[src/rtl/rs15_pkg.sv]
// Shared constants and types for the RS(15,11) syndrome framing stage.
// Holds codeword geometry, the syndrome-set type, the FIFO entry layout
// and the framing state encoding used by syndrome_frame_ctrl.
package rs15_pkg;

    localparam int N_SYM    = 15;           // symbols per codeword
    localparam int SYM_W    = 4;            // GF(16) symbol width
    localparam int N_SYN    = 4;            // syndromes per codeword (2t)
    localparam int CW_CNT_W = 4;            // width of the symbol counter
    localparam int SET_W    = N_SYN * SYM_W;

    // One syndrome set, lane 0 (S1) in the least significant nibble.
    typedef logic [N_SYN-1:0][SYM_W-1:0] syn_set_t;

    // FIFO entry: the set plus its precomputed all-zero flag.
    typedef struct packed {
        logic     zero;
        syn_set_t set;
    } fifo_word_t;

    // Framing states.
    localparam logic [0:0] ST_IDLE  = 1'b0;
    localparam logic [0:0] ST_ACCUM = 1'b1;

    // Feedback masks driven to the syndrome cells.
    localparam logic [SYM_W-1:0] CTRL_CLEAR = '0;
    localparam logic [SYM_W-1:0] CTRL_PASS  = '1;

    // True when every syndrome in the set is zero (codeword clean).
    function automatic logic is_zero_set(input syn_set_t s);
        return (s == '0);
    endfunction

endpackage

[src/rtl/syndrome_frame_ctrl_syn_fifo.sv]
// syn_fifo: small synchronous FIFO for syndrome sets.
// The head entry is held in an output register so downstream sees a
// registered set and zero flag; pointers carry one extra wrap bit so
// full and empty can be told apart. DEPTH must be a power of two >= 2.
module syn_fifo
    import rs15_pkg::*;
#(
    parameter int DEPTH = 2
) (
    input  logic       clk,
    input  logic       rst,
    input  logic       push,
    input  logic       pop,
    input  fifo_word_t wdata,
    output fifo_word_t head,
    output logic       full,
    output logic       empty
);

    localparam int AW = $clog2(DEPTH);

    fifo_word_t    mem [DEPTH];
    logic [AW:0]   wr_ptr_q, rd_ptr_q;
    logic [AW:0]   wr_ptr_d, rd_ptr_d;
    logic          do_push, do_pop;
    fifo_word_t    head_q, head_d;

    assign empty = (wr_ptr_q == rd_ptr_q);
    assign full  = (wr_ptr_q[AW] != rd_ptr_q[AW]) &&
                   (wr_ptr_q[AW-1:0] == rd_ptr_q[AW-1:0]);

    // A pop frees the slot first, so a push into a full FIFO still lands.
    assign do_pop  = pop && !empty;
    assign do_push = push && (!full || do_pop);

    // Next pointers and the entry that will sit at the head after this edge.
    always_comb begin
        // NOTE: every signal driven here gets a default first so no latch is inferred.
        wr_ptr_d = wr_ptr_q + {{AW{1'b0}}, do_push};
        rd_ptr_d = rd_ptr_q + {{AW{1'b0}}, do_pop};
        head_d   = '0;
        if (wr_ptr_d != rd_ptr_d) begin
            // The word being written becomes the head when it lands in the
            // slot the read pointer is about to point at.
            if (do_push && (wr_ptr_q[AW-1:0] == rd_ptr_d[AW-1:0]))
                head_d = wdata;
            else
                head_d = mem[rd_ptr_d[AW-1:0]];
        end
    end

    // Storage array write port.
    always_ff @(posedge clk) begin
        // NOTE: the storage array has no reset; only pointers and the head register need one.
        if (do_push)
            mem[wr_ptr_q[AW-1:0]] <= wdata;
    end

    // Pointer and head-register update with synchronous reset.
    always_ff @(posedge clk) begin
        // NOTE: sequential state uses non-blocking assignments so every flop samples pre-edge values.
        if (rst) begin
            wr_ptr_q <= '0;
            rd_ptr_q <= '0;
            head_q   <= '0;
        end else begin
            wr_ptr_q <= wr_ptr_d;
            rd_ptr_q <= rd_ptr_d;
            head_q   <= head_d;
        end
    end

    assign head = head_q;

endmodule

[src/rtl/syndrome_frame_ctrl.sv]
// syndrome_frame_ctrl: framing and capture stage around the four RS(15,11)
// syndrome cells. Counts symbols, drives the shared CONTROL feedback mask,
// captures the cell outputs on the 15th symbol and queues the set for the
// key-equation stage over a valid/ready handshake.
// Optional build macro SYN_ERR_COUNT_EN adds ERR_CW_CNT, a saturating count
// of captured codewords whose syndrome set is nonzero.
module syndrome_frame_ctrl
    import rs15_pkg::*;
#(
    parameter int FIFO_DEPTH = 2
) (
    input  logic               CLK,
    input  logic               RESET_GLOBAL,
    input  logic               IN_VALID,
    input  logic               IN_SOF,
    output logic [SYM_W-1:0]   CONTROL,
    input  logic [SET_W-1:0]   SYN_IN,
    output logic [SET_W-1:0]   SYN_OUT,
    output logic               SYN_ZERO,
    output logic               SYN_VALID,
    input  logic               SYN_READY,
    output logic               FRAME_ERR,
    output logic               OVERFLOW
`ifdef SYN_ERR_COUNT_EN
    ,
    output logic [7:0]         ERR_CW_CNT
`endif
);

    localparam logic [CW_CNT_W-1:0] LAST_IDX = CW_CNT_W'(N_SYM - 1);

    logic [0:0]          state_q, state_d;
    logic [CW_CNT_W-1:0] sym_cnt_q, sym_cnt_d;
    logic                capture, abort;
    logic                frame_err_q, overflow_q;
    logic                restart;
    logic                pop;
    logic                fifo_full, fifo_empty;
    fifo_word_t          push_word, head_word;

    assign restart = IN_VALID && IN_SOF;

    // Framing decisions: start, count, capture on the 15th symbol, abort.
    always_comb begin
        state_d   = state_q;
        sym_cnt_d = sym_cnt_q;
        capture   = 1'b0;
        abort     = 1'b0;
        case (state_q)
            ST_IDLE: begin
                // Stray symbols without SOF are ignored here.
                if (restart) begin
                    state_d   = ST_ACCUM;
                    sym_cnt_d = CW_CNT_W'(1);
                end
            end
            ST_ACCUM: begin
                if (!IN_VALID) begin
                    abort     = 1'b1;
                    state_d   = ST_IDLE;
                    sym_cnt_d = '0;
                end else if (IN_SOF) begin
                    // A new SOF mid-codeword drops the partial word and
                    // starts over with this symbol as symbol one.
                    abort     = 1'b1;
                    sym_cnt_d = CW_CNT_W'(1);
                end else if (sym_cnt_q == LAST_IDX) begin
                    capture   = 1'b1;
                    state_d   = ST_IDLE;
                    sym_cnt_d = '0;
                end else begin
                    sym_cnt_d = sym_cnt_q + CW_CNT_W'(1);
                end
            end
            default: begin
                state_d   = ST_IDLE;
                sym_cnt_d = '0;
            end
        endcase
    end

    // Feedback mask: cleared whenever the current symbol opens a codeword.
    always_comb begin
        CONTROL = CTRL_PASS;
        if ((state_q == ST_IDLE) || restart)
            CONTROL = CTRL_CLEAR;
    end

    // Framing state, symbol counter and one-cycle status pulses.
    always_ff @(posedge CLK) begin
        if (RESET_GLOBAL) begin
            state_q     <= ST_IDLE;
            sym_cnt_q   <= '0;
            frame_err_q <= 1'b0;
            overflow_q  <= 1'b0;
        end else begin
            state_q     <= state_d;
            sym_cnt_q   <= sym_cnt_d;
            frame_err_q <= abort;
            overflow_q  <= capture && fifo_full && !pop;
        end
    end

    // The cell outputs are combinational, so SYN_IN already holds the final
    // set during the 15th symbol, before the cell registers update.
    assign push_word.zero = is_zero_set(syn_set_t'(SYN_IN));
    assign push_word.set  = syn_set_t'(SYN_IN);

    assign pop = SYN_VALID && SYN_READY;

    syn_fifo #(
        .DEPTH (FIFO_DEPTH)
    ) u_syn_fifo (
        .clk   (CLK),
        .rst   (RESET_GLOBAL),
        .push  (capture),
        .pop   (pop),
        .wdata (push_word),
        .head  (head_word),
        .full  (fifo_full),
        .empty (fifo_empty)
    );

    assign SYN_VALID = !fifo_empty;
    assign SYN_OUT   = head_word.set;
    assign SYN_ZERO  = head_word.zero;
    assign FRAME_ERR = frame_err_q;
    assign OVERFLOW  = overflow_q;

`ifdef SYN_ERR_COUNT_EN
    logic [7:0] err_cw_cnt_q;

    // Saturating count of nonzero-syndrome codewords, dropped sets included.
    always_ff @(posedge CLK) begin
        if (RESET_GLOBAL)
            err_cw_cnt_q <= '0;
        else if (capture && !push_word.zero && (err_cw_cnt_q != 8'hFF))
            err_cw_cnt_q <= err_cw_cnt_q + 8'd1;
    end

    assign ERR_CW_CNT = err_cw_cnt_q;
`endif

endmodule

[config.mk]
export PLATFORM = sky130hd
export DESIGN_NAME = syndrome_frame_ctrl
export DESIGN_NICKNAME = d
export VERILOG_FILES = /design/src/rtl/rs15_pkg.sv /design/src/rtl/syndrome_frame_ctrl_syn_fifo.sv /design/src/rtl/syndrome_frame_ctrl.sv
export SDC_FILE = /design/constraint.sdc
export NUM_CORES = 1
export LEC_CHECK = 0
export CORE_UTILIZATION = 51
export DETAILED_ROUTE_END_ITERATION = 8
export MAX_ROUTING_LAYER = met4
export PLACE_DENSITY = 0.78
export SYNTH_ARGS = -nofsm -noshare
export SYNTH_HDL_FRONTEND = slang
export SYNTH_HIERARCHICAL = 1
export SYNTH_SLANG_ARGS = --single-unit
[constraint.sdc]
create_clock -name CLK -period 3.25 [get_ports CLK]
set_input_delay 0.325 -clock CLK [delete_from_list [all_inputs] [get_ports CLK]]
set_output_delay 0.325 -clock CLK [all_outputs]
set_load 0.1 [all_outputs]
Word level (Yosys, flattened, before mapping)
Memories as Yosys holds them, arrays and structs flattened. A register that Yosys moved wholly into a read port is not among the register bits. Cells that the tools add are included.

Register bits after elaboration: 11. Bits of input ports: 21. Memories: 1. Output and inout port bits: 24. Bits in writable memories: 34. Logic and storage cells: 52.

Add/subtract/negate cells: 3. Bitwise gates (word level): 2. Eq/ne operators: 6. Reduce and logical (&&, ||, !) cells: 15. Muxes and demuxes: 19.

Memories: u_syn_fifo.mem (words 2, width 17, rd ports 1, clocked after Yosys merged registers in 1, wr ports 1, RTL line syndrome_frame_ctrl_syn_fifo.sv:22) `fifo_word_t mem [DEPTH];`.

Operators by type and width (number): $mux 4 (5); $logic_not 16->1 (1); $mux 1 (12); $pmux 4 s2 (1); $logic_and 1x1->1 (7); $add 2x1->2 (2); $add 4x1->4 const B (1); $eq 4x4->1 const B (1); $reduce_or 2->1 (2); $logic_not 1->1 (3); $eq 2x2->1 (1); $logic_or 1x1->1 (2); $ne 2x2->1 (1); $ne 2x2->1 const B (1); $not 1->1 (2); $pmux 1 s2 (1); $eq 1x1->1 (1); $ne 1x1->1 (1).

Logic depth before layout (Yosys ltp)
Gate-level depths: netlist of run 1.

Depth in word-level cells: 10. Gate-level depth with buffers: 12. Depth with buffers taken out: 10.

Cells and area by module
Netlist of run 1, hierarchy kept.

Modules (own cells, without submodules): syn_fifo (seq. area each 1441.4 um2, times used 1, cells an instance 134, area each 2092.0 um2); syndrome_frame_ctrl (seq. area each 140.1 um2, times used 1, cells an instance 47, area each 407.9 um2).

Least setup slack after synthesis of run 1
Ideal clock, no wire load.

Path type: register -> register. Start point: register u_syn_fifo.wr_ptr_q[0]. End point: register u_syn_fifo.head_q (netlist bit u_syn_fifo/head[0]). Setup slack: 0.336 ns. Arrival time: 2.787 ns. Library setup time: 0.126 ns. Buffers on the path: 2. Required time: 3.124 ns. Clock period less this slack: 2.914 ns. Stages on the path, launching flop included: 12. Cells stage by stage: dfxtp_1 xor2_1 nor2b_1 nor2b_1 o31a_1 ha_1 xnor2_1 xnor2_1 a21o_1 buf_2 buf_2 a211oi_2.

Longest elaborated chain between the ends: 10. Elaborated cells between the ends (all ways): 14. Those cells by class: add/sub: 2; eq/ne: 3; bitwise: 1; reduce/logical: 8.

RTL lines: start, declared (RTL line syndrome_frame_ctrl_syn_fifo.sv:23) `logic [AW:0] wr_ptr_q, rd_ptr_q;`; start signal, assigned (RTL line syndrome_frame_ctrl_syn_fifo.sv:67) `wr_ptr_q <= wr_ptr_d;`; $eq 2x2->1 (*) (RTL line syndrome_frame_ctrl_syn_fifo.sv:28) `assign empty = (wr_ptr_q == rd_ptr_q);`; via fifo_empty (RTL line syndrome_frame_ctrl.sv:38) `logic fifo_full, fifo_empty;`; $logic_not 1->1 (*) (RTL line syndrome_frame_ctrl.sv:124) `assign SYN_VALID = !fifo_empty;`; $logic_and 1x1->1 (*) (RTL line syndrome_frame_ctrl.sv:109) `assign pop = SYN_VALID && SYN_READY;`; via pop (RTL line syndrome_frame_ctrl.sv:37) `logic pop;`; $logic_and 1x1->1 (*) (RTL line syndrome_frame_ctrl_syn_fifo.sv:33) `assign do_pop = pop && !empty;`; $logic_or 1x1->1 (RTL line syndrome_frame_ctrl_syn_fifo.sv:34) `assign do_push = push && (!full || do_pop);`; $logic_and 1x1->1 (RTL line syndrome_frame_ctrl_syn_fifo.sv:34); $add 2x1->2 (RTL line syndrome_frame_ctrl_syn_fifo.sv:39) `wr_ptr_d = wr_ptr_q + {{AW{1'b0}}, do_push};`; $ne 2x2->1 (RTL line syndrome_frame_ctrl_syn_fifo.sv:42) `if (wr_ptr_d != rd_ptr_d) begin`; $not 1->1 (no source line); $reduce_or 2->1 (no source line); end signal, assigned (RTL line syndrome_frame_ctrl_syn_fifo.sv:65) `head_q <= '0;`; end signal, assigned (RTL line syndrome_frame_ctrl_syn_fifo.sv:69) `head_q <= head_d;`; end, declared (RTL line syndrome_frame_ctrl_syn_fifo.sv:26) `fifo_word_t head_q, head_d;`.

The timed path passes the listed nets; every way through them passes the cells marked *. A chain may end at the register's enable or synchronous reset.

Final worst setup path of run 1
Start point: register u_syn_fifo.wr_ptr_q[0]. End point: register u_syn_fifo.head_q (netlist bit u_syn_fifo/head[8]).

Elaborated cells between the ends (all ways): 14. Those cells by class: add/sub: 2; eq/ne: 3; bitwise: 1; reduce/logical: 8.

RTL lines: $eq 2x2->1 (*) (RTL line syndrome_frame_ctrl_syn_fifo.sv:28); via fifo_empty (RTL line syndrome_frame_ctrl.sv:38); $logic_not 1->1 (*) (RTL line syndrome_frame_ctrl.sv:124); $logic_and 1x1->1 (*) (RTL line syndrome_frame_ctrl.sv:109); via pop (RTL line syndrome_frame_ctrl.sv:37); $logic_and 1x1->1 (*) (RTL line syndrome_frame_ctrl_syn_fifo.sv:33); $add 2x1->2 (*) (RTL line syndrome_frame_ctrl_syn_fifo.sv:40) `rd_ptr_d = rd_ptr_q + {{AW{1'b0}}, do_pop};`; via u_syn_fifo.rd_ptr_d[0] (RTL line syndrome_frame_ctrl_syn_fifo.sv:24) `logic [AW:0] wr_ptr_d, rd_ptr_d;`; $ne 2x2->1 (RTL line syndrome_frame_ctrl_syn_fifo.sv:42); $not 1->1 (no source line); $reduce_or 2->1 (no source line).

Marks and branches as above.

==> results of run 1 <==
-- layer usage --
| metal | share of wire [%] | wire [um] | up-vias | GRT usage [%] |
|---|---|---|---|---|
| met5 | 0 | 0 | - | - |
| met4 | 2.9 | 130 | 0 | 12.4 |
| met3 | 4.3 | 189 | 14 | 4.31 |
| met2 | 46 | 2060 | 45 | 27.6 |
| met1 | 46 | 2060 | 738 | 24.1 |
| li1 | - | - | 771 | - |
-- sequential cells by signal, summed over array words and instances, names as in the netlist --
signal,count
u_syn_fifo/head,17
state_q,1
OVERFLOW,1
u_syn_fifo/rd_ptr_q,2
u_syn_fifo/mem,34
FRAME_ERR,1
sym_cnt_q,4
u_syn_fifo/wr_ptr_q,2
-- placed cells by master (no fill, tap or decap), drive strengths merged, types with 2 or more instances in the layout --
master | synthesis | routed
a211oi | 17 | 17
a21oi | 3 | 3
a31oi | 2 | 2
buf | 10 | 11
clkbuf | 0 | 12
clkdlybuf4s50 | 0 | 39
clkinv | 0 | 2
dfxtp | 28 | 28
edfxtp | 34 | 34
ha | 5 | 5
inv | 5 | 5
mux2i | 17 | 17
nand2 | 2 | 2
nand3 | 2 | 2
nand3b | 2 | 2
nand4 | 2 | 2
nor2 | 23 | 23
nor2b | 5 | 5
nor3b | 2 | 2
nor4 | 4 | 4
xnor2 | 5 | 5
xor2 | 2 | 2
-- cells in the mapped netlist (all sizes together), types with 2 or more instances --
| library cell | n | area (um^2) |
|---|---|---|
| edfxtp | 34 | 1020 |
| dfxtp | 28 | 561 |
| nor2 | 23 | 86.3 |
| a211oi | 17 | 188 |
| mux2i | 17 | 170 |
| buf | 10 | 72.6 |
| ha | 5 | 62.6 |
| inv | 5 | 18.8 |
| nor2b | 5 | 31.3 |
| xnor2 | 5 | 43.8 |
| nor4 | 4 | 25.0 |
| a21oi | 3 | 15.0 |
| a31oi | 2 | 12.5 |
| nand2 | 2 | 7.51 |
| nand3 | 2 | 15.0 |
| nand3b | 2 | 15.0 |
| nand4 | 2 | 12.5 |
| nor3b | 2 | 15.0 |
| xor2 | 2 | 17.5 |
-- worst min path at each step --
stage	from	end
floorplan	RESET_GLOBAL	u_syn_fifo/wr_ptr_q[0]
global placement	sym_cnt_q[3]	sym_cnt_q[3]
detailed placement	sym_cnt_q[3]	sym_cnt_q[3]
CTS	sym_cnt_q[3]	sym_cnt_q[3]
global route	sym_cnt_q[2]	sym_cnt_q[2]
finish	sym_cnt_q[3]	sym_cnt_q[3]
-- tightest hold or removal path, stage by stage, from the launching register on --
cell,delay (ps)
dfxtp_1,340
nand2_1,60
a31oi_1,80
-- final cells by class --
type,instances,area [um^2]
clock inverter,4,47.5
sequential,62,1580
timing repair buffer,50,473
clock buffer,12,145
tap,67,83.8
inverter,5,18.8
multi-input combinational,104,836
fill,340,1540
-- power breakdown --
part           internal (mW)  switching, mW
Sequential             0.827        0.00224
Combinational         0.0303         0.0397
Clock                  0.373          0.282
-- stage by stage --
step           hold slack (ps)  util [%]  power [mW]
2_1_floorplan              392         -       0.875
3_3_place_gp               511      63.2       0.915
3_5_place_dp               512      63.2       0.916
4_1_cts                    530      67.3        1.56
5_1_grt                    543      67.4        1.60
6_report                   533      67.4        1.55
-- cells by family after synthesis --
family	share of synthesized area (%)
flip-flops	63.3
adder cells (fa/ha/maj)	2.50
buffers and inverters	3.65
AO/OA/AOI/OAI	11.0
XOR/XNOR	2.45
AND/OR/NAND/NOR	10.3
multiplexers	6.81
==> flow_metrics.env, run 1 <==
export IMPL_status="complete, no violations"
export IMPL_hold_buffers=0
export IMPL_critical_path_top_delay_family="simple AND/OR/NAND/NOR gates"
export IMPL_syn_mean_instance_area_um2=13.8
export IMPL_synth_async_reset_ratio_pct=0
export IMPL_cp_num_cells=10
export IMPL_final_nets=258
export IMPL_r2r_end="u_syn_fifo/head[8]"
export IMPL_fmax_mhz=344
export IMPL_worst_slack_ps=341
export IMPL_fin_skew_ps=6.50
export IMPL_fin_setup_tns_ps=0
export IMPL_synthFlopType="edfxtp_1"
export IMPL_ys_seq_area_share_pct=63.3
export IMPL_worst_setup_path_end_kind="flop"
export IMPL_critPathLaunchType="flop"
export IMPL_ctsLongestPathBuffers=2
export IMPL_ys_types=34
export IMPL_power_per_cell_area_nw_per_um2=488
export IMPL_clock_sinks=62
export IMPL_cp_arrival_ps=3110
export IMPL_path_clk_slew_ps=70
export IMPL_grt_usage_pct=19.0
export IMPL_worst_r2r_setup_slack_ps=340
export IMPL_finalNonFillerCells=304
export IMPL_syn_inst=181
export IMPL_grt_pass1_vias=1409
export IMPL_clkLatencyLatePin_ps=330
export IMPL_max_vdd_ir_drop_mv=0.265
export IMPL_tightest_slew_ps=986
export IMPL_rr_worst_depth=10
export IMPL_rsz0062_at_grt="no"
export IMPL_drtAntennaViolNets=0
export IMPL_crit_type="reg2reg"
export IMPL_crit_path_frequent_cell="nor2b_1"
export IMPL_routedWlPerCell_um=14.6
export IMPL_drv_cap=0
export IMPL_post_cts_buffers=0
export IMPL_drt_iter0_drc=131
export IMPL_hold_viol=0
export IMPL_dp_cells=288
export IMPL_place_area_um2=2980
export IMPL_layout_min_cycle_time_ps=2910
export IMPL_cts_root_buf="clkbuf_8"
export IMPL_report_final_slew_viol_count=0
export IMPL_core_area_um2=4720
export IMPL_die_h_um=72.0
export IMPL_cts_tree="built"
export IMPL_start_util_pct=52.9
export IMPL_antenna_found_initial=0
export IMPL_drt_pass1_iter_count=4
export IMPL_syn_cell_area_um2=2500
export IMPL_ys_warnings_count=6
export IMPL_hold_class="reg2reg"
export IMPL_r2r_start="u_syn_fifo/wr_ptr_q[0]"
export IMPL_crit_path_max_fanout=19
export IMPL_diodes=0
export IMPL_vias_per_cell=5.16
export IMPL_period_share_pct=89.5
export IMPL_cp_slowest_stage_delay_ps=440
export IMPL_cp_buffers_inverters=1
export IMPL_pre_cts_slack_ps=170
export IMPL_setup_worst_path_end="u_syn_fifo/head[8]"
export IMPL_grt_max_degree=20
export IMPL_dieWidth_um=72.0
export IMPL_port_buffer_count=44
export IMPL_area_growth_pct=27.4
export IMPL_stdcell_area_um2=3190
export IMPL_syn_nets=207
export IMPL_cts_buffers=9
export IMPL_dpl_hpwl_mm=2.97
export IMPL_gp_congestion=0.743
export IMPL_finalSetupViolations=0
export IMPL_num_vias=1568
export IMPL_slew_headroom_pct=34.1
export IMPL_grt_pass1_wl_mm=6.92
export IMPL_cp_data_required_time_ps=3450
export IMPL_layout_drive_gt1_share_pct=17.7
export IMPL_cp_cell_sequence="xor2_2, nor2b_1, nor2b_1, nor2b_1, ha_1, xnor2_1, o311ai_4, buf_4, nor2_1, a211oi_2"
export IMPL_ios=45
export IMPL_ys_ff_latch=62
export IMPL_hold_depth=2
export IMPL_gr_total_overflow=0
export IMPL_route_detailed_drc=0
export IMPL_leakage_nw=1.08
export IMPL_routed_wl_mm=4.44
export IMPL_synth_edf_count=34
export IMPL_setup_worst_path_start="u_syn_fifo/wr_ptr_q[0]"
export IMPL_crit_slowest_cell="dfxtp_1"
export IMPL_post_cts_resized=0
export IMPL_rows=25
export IMPL_htreeDepth=3
export IMPL_die_area_um2=5190
Note: power is estimated with default switching activity, not from simulation.
==> run 2, diff against run 1 <==
--- a/config.mk
+++ b/config.mk
@@ -5,11 +5,11 @@
 export SDC_FILE = /design/constraint.sdc
 export NUM_CORES = 1
 export LEC_CHECK = 0
-export CORE_UTILIZATION = 51
+export CORE_UTILIZATION = 52
 export DETAILED_ROUTE_END_ITERATION = 8
 export MAX_ROUTING_LAYER = met4
-export PLACE_DENSITY = 0.78
+export PLACE_DENSITY = 0.79
+export SLEW_MARGIN = 0
 export SYNTH_ARGS = -nofsm -noshare
 export SYNTH_HDL_FRONTEND = slang
-export SYNTH_HIERARCHICAL = 1
 export SYNTH_SLANG_ARGS = --single-unit
==> run 2 against run 1 <==
Count of clock-buffer cells in the layout down 1; highest routed layer unchanged; global-route usage rose by 4.1 points; critical endpoint is now u_syn_fifo.head[4]; die area is 0.86% lower; power is 1.4% lower; sequential share of layout area increased by 0.65 points; utilization grew 2.4 points; clock power shrank 3.4%; fmax grew 3.7%; area after synthesis grew 1.1%; non-clock buffer count shrank 1; via count is 4.7% higher; hold slack better by 10 ps; critical path type unchanged.
==> flow_metrics.env, run 2 <==
export IMPL_pre_cts_slack_ps=457
export IMPL_cts_tree="built"
export IMPL_drv_cap=0
export IMPL_gp_congestion=0.806
export IMPL_worst_setup_path_end_kind="flop"
export IMPL_setup_worst_path_start="u_syn_fifo.rd_ptr_q[1]"
export IMPL_diodes=0
export IMPL_worst_r2r_setup_slack_ps=440
export IMPL_die_h_um=71.7
export IMPL_grt_pass1_wl_mm=8.33
export IMPL_rsz0062_at_grt="no"
export IMPL_leakage_nw=1.06
export IMPL_drt_pass1_iter_count=4
export IMPL_fin_skew_ps=5.81
export IMPL_synth_xor_area_share_pct=2.72
export IMPL_synth_edf_count=34
export IMPL_finalSetupViolations=0
export IMPL_synthTopCellsByArea="edfxtp_1 (40%), dfxtp_1 (22%), mux2i_1 (6.7%)"
export IMPL_dieWidth_um=71.7
export IMPL_gr_total_overflow=0
export IMPL_die_area_um2=5140
export IMPL_htreeDepth=3
export IMPL_crit_path_max_fanout=18
export IMPL_grt_max_degree=19
export IMPL_grt_pass1_vias=1691
export IMPL_post_cts_resized=0
export IMPL_report_final_slew_viol_count=0
export IMPL_dpl_hpwl_mm=3.29
export IMPL_vias_per_cell=5.70
export IMPL_finalPower_mw=1.53
export IMPL_clock_sinks=62
export IMPL_r2r_start="u_syn_fifo.rd_ptr_q[1]"
export IMPL_antenna_found_initial=0
export IMPL_max_vdd_ir_drop_mv=0.271
export IMPL_synth_compound_area_share_pct=11.1
export IMPL_post_cts_buffers=0
export IMPL_synthFlopType="edfxtp_1"
export IMPL_hold_start="sym_cnt_q[3]"
export IMPL_ys_types=36
export IMPL_routed_wl_mm=5.14
export IMPL_yosys_area_top_type="edfxtp_1"
export IMPL_crit_type="reg2reg"
export IMPL_ys_ff_latch=62
export IMPL_cp_cell_sequence="xnor2_1, nand2b_1, and2_1, ha_1, buf_4, xor2_1, a21o_1, a211oi_1"
export IMPL_ios=45
export IMPL_num_vias=1641
export IMPL_status="complete, no violations"
export IMPL_synth_commonest_cells="edfxtp_1 (34), dfxtp_1 (28), nor3_1 (20)"
export IMPL_grt_usage_pct=23.1
export IMPL_core_area_um2=4500
export IMPL_hold_class="reg2reg"
export IMPL_critPathLaunchType="flop"
export IMPL_cp_slowest_stage_delay_ps=680
export IMPL_largest_reg_flops=34
export IMPL_final_common_cell="clkdlybuf4s50_1"
export IMPL_routedWlPerCell_um=17.8
export IMPL_path_clk_slew_ps=60
export IMPL_period_share_pct=86.3
export IMPL_clkLatencyLatePin_ps=330
export IMPL_yosysTopAreaCellShare_pct=40.4
export IMPL_tightest_slew_ps=991
export IMPL_fmax_mhz=356
export IMPL_synth_async_reset_ratio_pct=0
export IMPL_start_util_pct=56.1
export IMPL_slew_headroom_pct=33.7
export IMPL_ys_warnings_count=0
export IMPL_layout_min_cycle_time_ps=2810
export IMPL_syn_cell_area_um2=2530
export IMPL_ys_seq_area_share_pct=62.6
export IMPL_rows=24
export IMPL_synthSimpleGateAreaFrac_pct=9.76
export IMPL_syn_nets=209
export IMPL_hold_viol=0
export IMPL_worst_slack_ps=445
export IMPL_final_nets=257
export IMPL_fin_setup_tns_ps=0
export IMPL_cts_buffers=9
export IMPL_cp_data_required_time_ps=3410
export IMPL_mostFrequentLayoutCells="clkdlybuf4s50_1 (39), edfxtp_1 (34), dfxtp_1 (28)"
export IMPL_synthAdderAreaFrac_pct=2.48
export IMPL_drt_iter0_drc=132
export IMPL_route_detailed_drc=0
export IMPL_drtAntennaViolNets=0
export IMPL_area_growth_pct=24.5
export IMPL_synth_top_family_by_area="compound AO/OA/AOI/OAI gates"
export IMPL_yosysMostFrequentCell="edfxtp_1"
export IMPL_ctsLongestPathBuffers=2
export IMPL_crit_slowest_cell="a21o_1"
export IMPL_layout_drive_gt1_share_pct=15.3
export IMPL_power_per_cell_area_nw_per_um2=487
export IMPL_syn_mean_instance_area_um2=13.8
export IMPL_cts_root_buf="clkbuf_8"
export IMPL_hold_buffers=0
export IMPL_cp_arrival_ps=2970
export IMPL_syn_inst=183
export IMPL_synth_mux_area_share_pct=6.74
export IMPL_port_buffer_count=44
run 2: changes by cell type after synthesis, moves of 2 or more:
cell,change
nand2b_1,+2
buf_1,+2
a21oi_1,+2
nand4_1,-2
buf_2,-2
nor2b_1,-3
nor2_1,-18
a31oi_1,-2
nand3b_1,-2
and3_1,+2
nor3_1,+20
run 2: through the flow:
| step | std cells | hold WS (ps) | utilization, % | cell area (um^2) |
|---|---|---|---|---|
| 2_1_floorplan | 183 | 424 | - | 2530 |
| 3_3_place_gp | 272 | 485 | 65.8 | 2960 |
| 3_5_place_dp | 272 | 510 | 65.8 | 2960 |
| 4_1_cts | 288 | 522 | 69.8 | 3140 |
| 5_1_grt | 288 | 557 | 69.8 | 3140 |
| 6_report | 288 | 543 | 69.8 | 3140 |
run 2: cell families (layout without fill, tap and decap cells):
group | after synthesis | in the layout
adder cells (fa/ha/maj) | 5 | 5
flip-flops | 62 | 62
XOR/XNOR | 7 | 7
buffers and inverters | 18 | 71
AO/OA/AOI/OAI | 29 | 29
multiplexers | 17 | 17
AND/OR/NAND/NOR | 45 | 45
run 2: worst max-delay path: cells and delay by family (launching register included):
| kind | cells | cell delay, ps |
|---|---|---|
| AO/OA/AOI/OAI | 2 | 770 |
| XOR/XNOR | 2 | 590 |
| adder cells (fa/ha/maj) | 1 | 320 |
| buffers and inverters | 1 | 330 |
| flip-flops | 1 | 330 |
| AND/OR/NAND/NOR | 2 | 290 |
run 2: final cells by class:
class | instances | area (um^2)
Clock buffer | 11 | 131
Sequential cell | 62 | 1580
Fill cell | 301 | 1360
Tap cell | 52 | 65.1
Timing Repair Buffer | 49 | 465
Multi-Input combinational cell | 103 | 828
Clock inverter | 5 | 50.0
Inverter | 6 | 22.5
run 2: final timing paths:
path                                      endpoint  cells past startpoint
worst max-delay path            u_syn_fifo.head[4]                      8
worst max register to register  u_syn_fifo.head[4]                      8
worst min-delay path                  sym_cnt_q[3]                      1
worst min register to register        sym_cnt_q[3]                      1
run 2: layer usage:
metal	vias to the layer above	wire (um)	global-route usage, %
met1	784	2220	28.5
met5	-	0	-
met2	64	2510	35.0
met4	0	152	13.9
li1	781	-	-
met3	12	250	4.78
run 2: where the power goes:
part | switching [mW] | internal (mW)
logic | 0.0412 | 0.0291
clock network | 0.284 | 0.348
registers | 0.00264 | 0.827
total | 0.328 | 1.20
==> run 3, diff against run 2 <==
--- a/config.mk
+++ b/config.mk
@@ -9,7 +9,7 @@
 export DETAILED_ROUTE_END_ITERATION = 8
 export MAX_ROUTING_LAYER = met4
 export PLACE_DENSITY = 0.79
-export SLEW_MARGIN = 0
+export SLEW_MARGIN = 25
 export SYNTH_ARGS = -nofsm -noshare
 export SYNTH_HDL_FRONTEND = slang
 export SYNTH_SLANG_ARGS = --single-unit
==> results of run 3 <==
No change in the layout: final DEF, timing and power equal those of run 2.
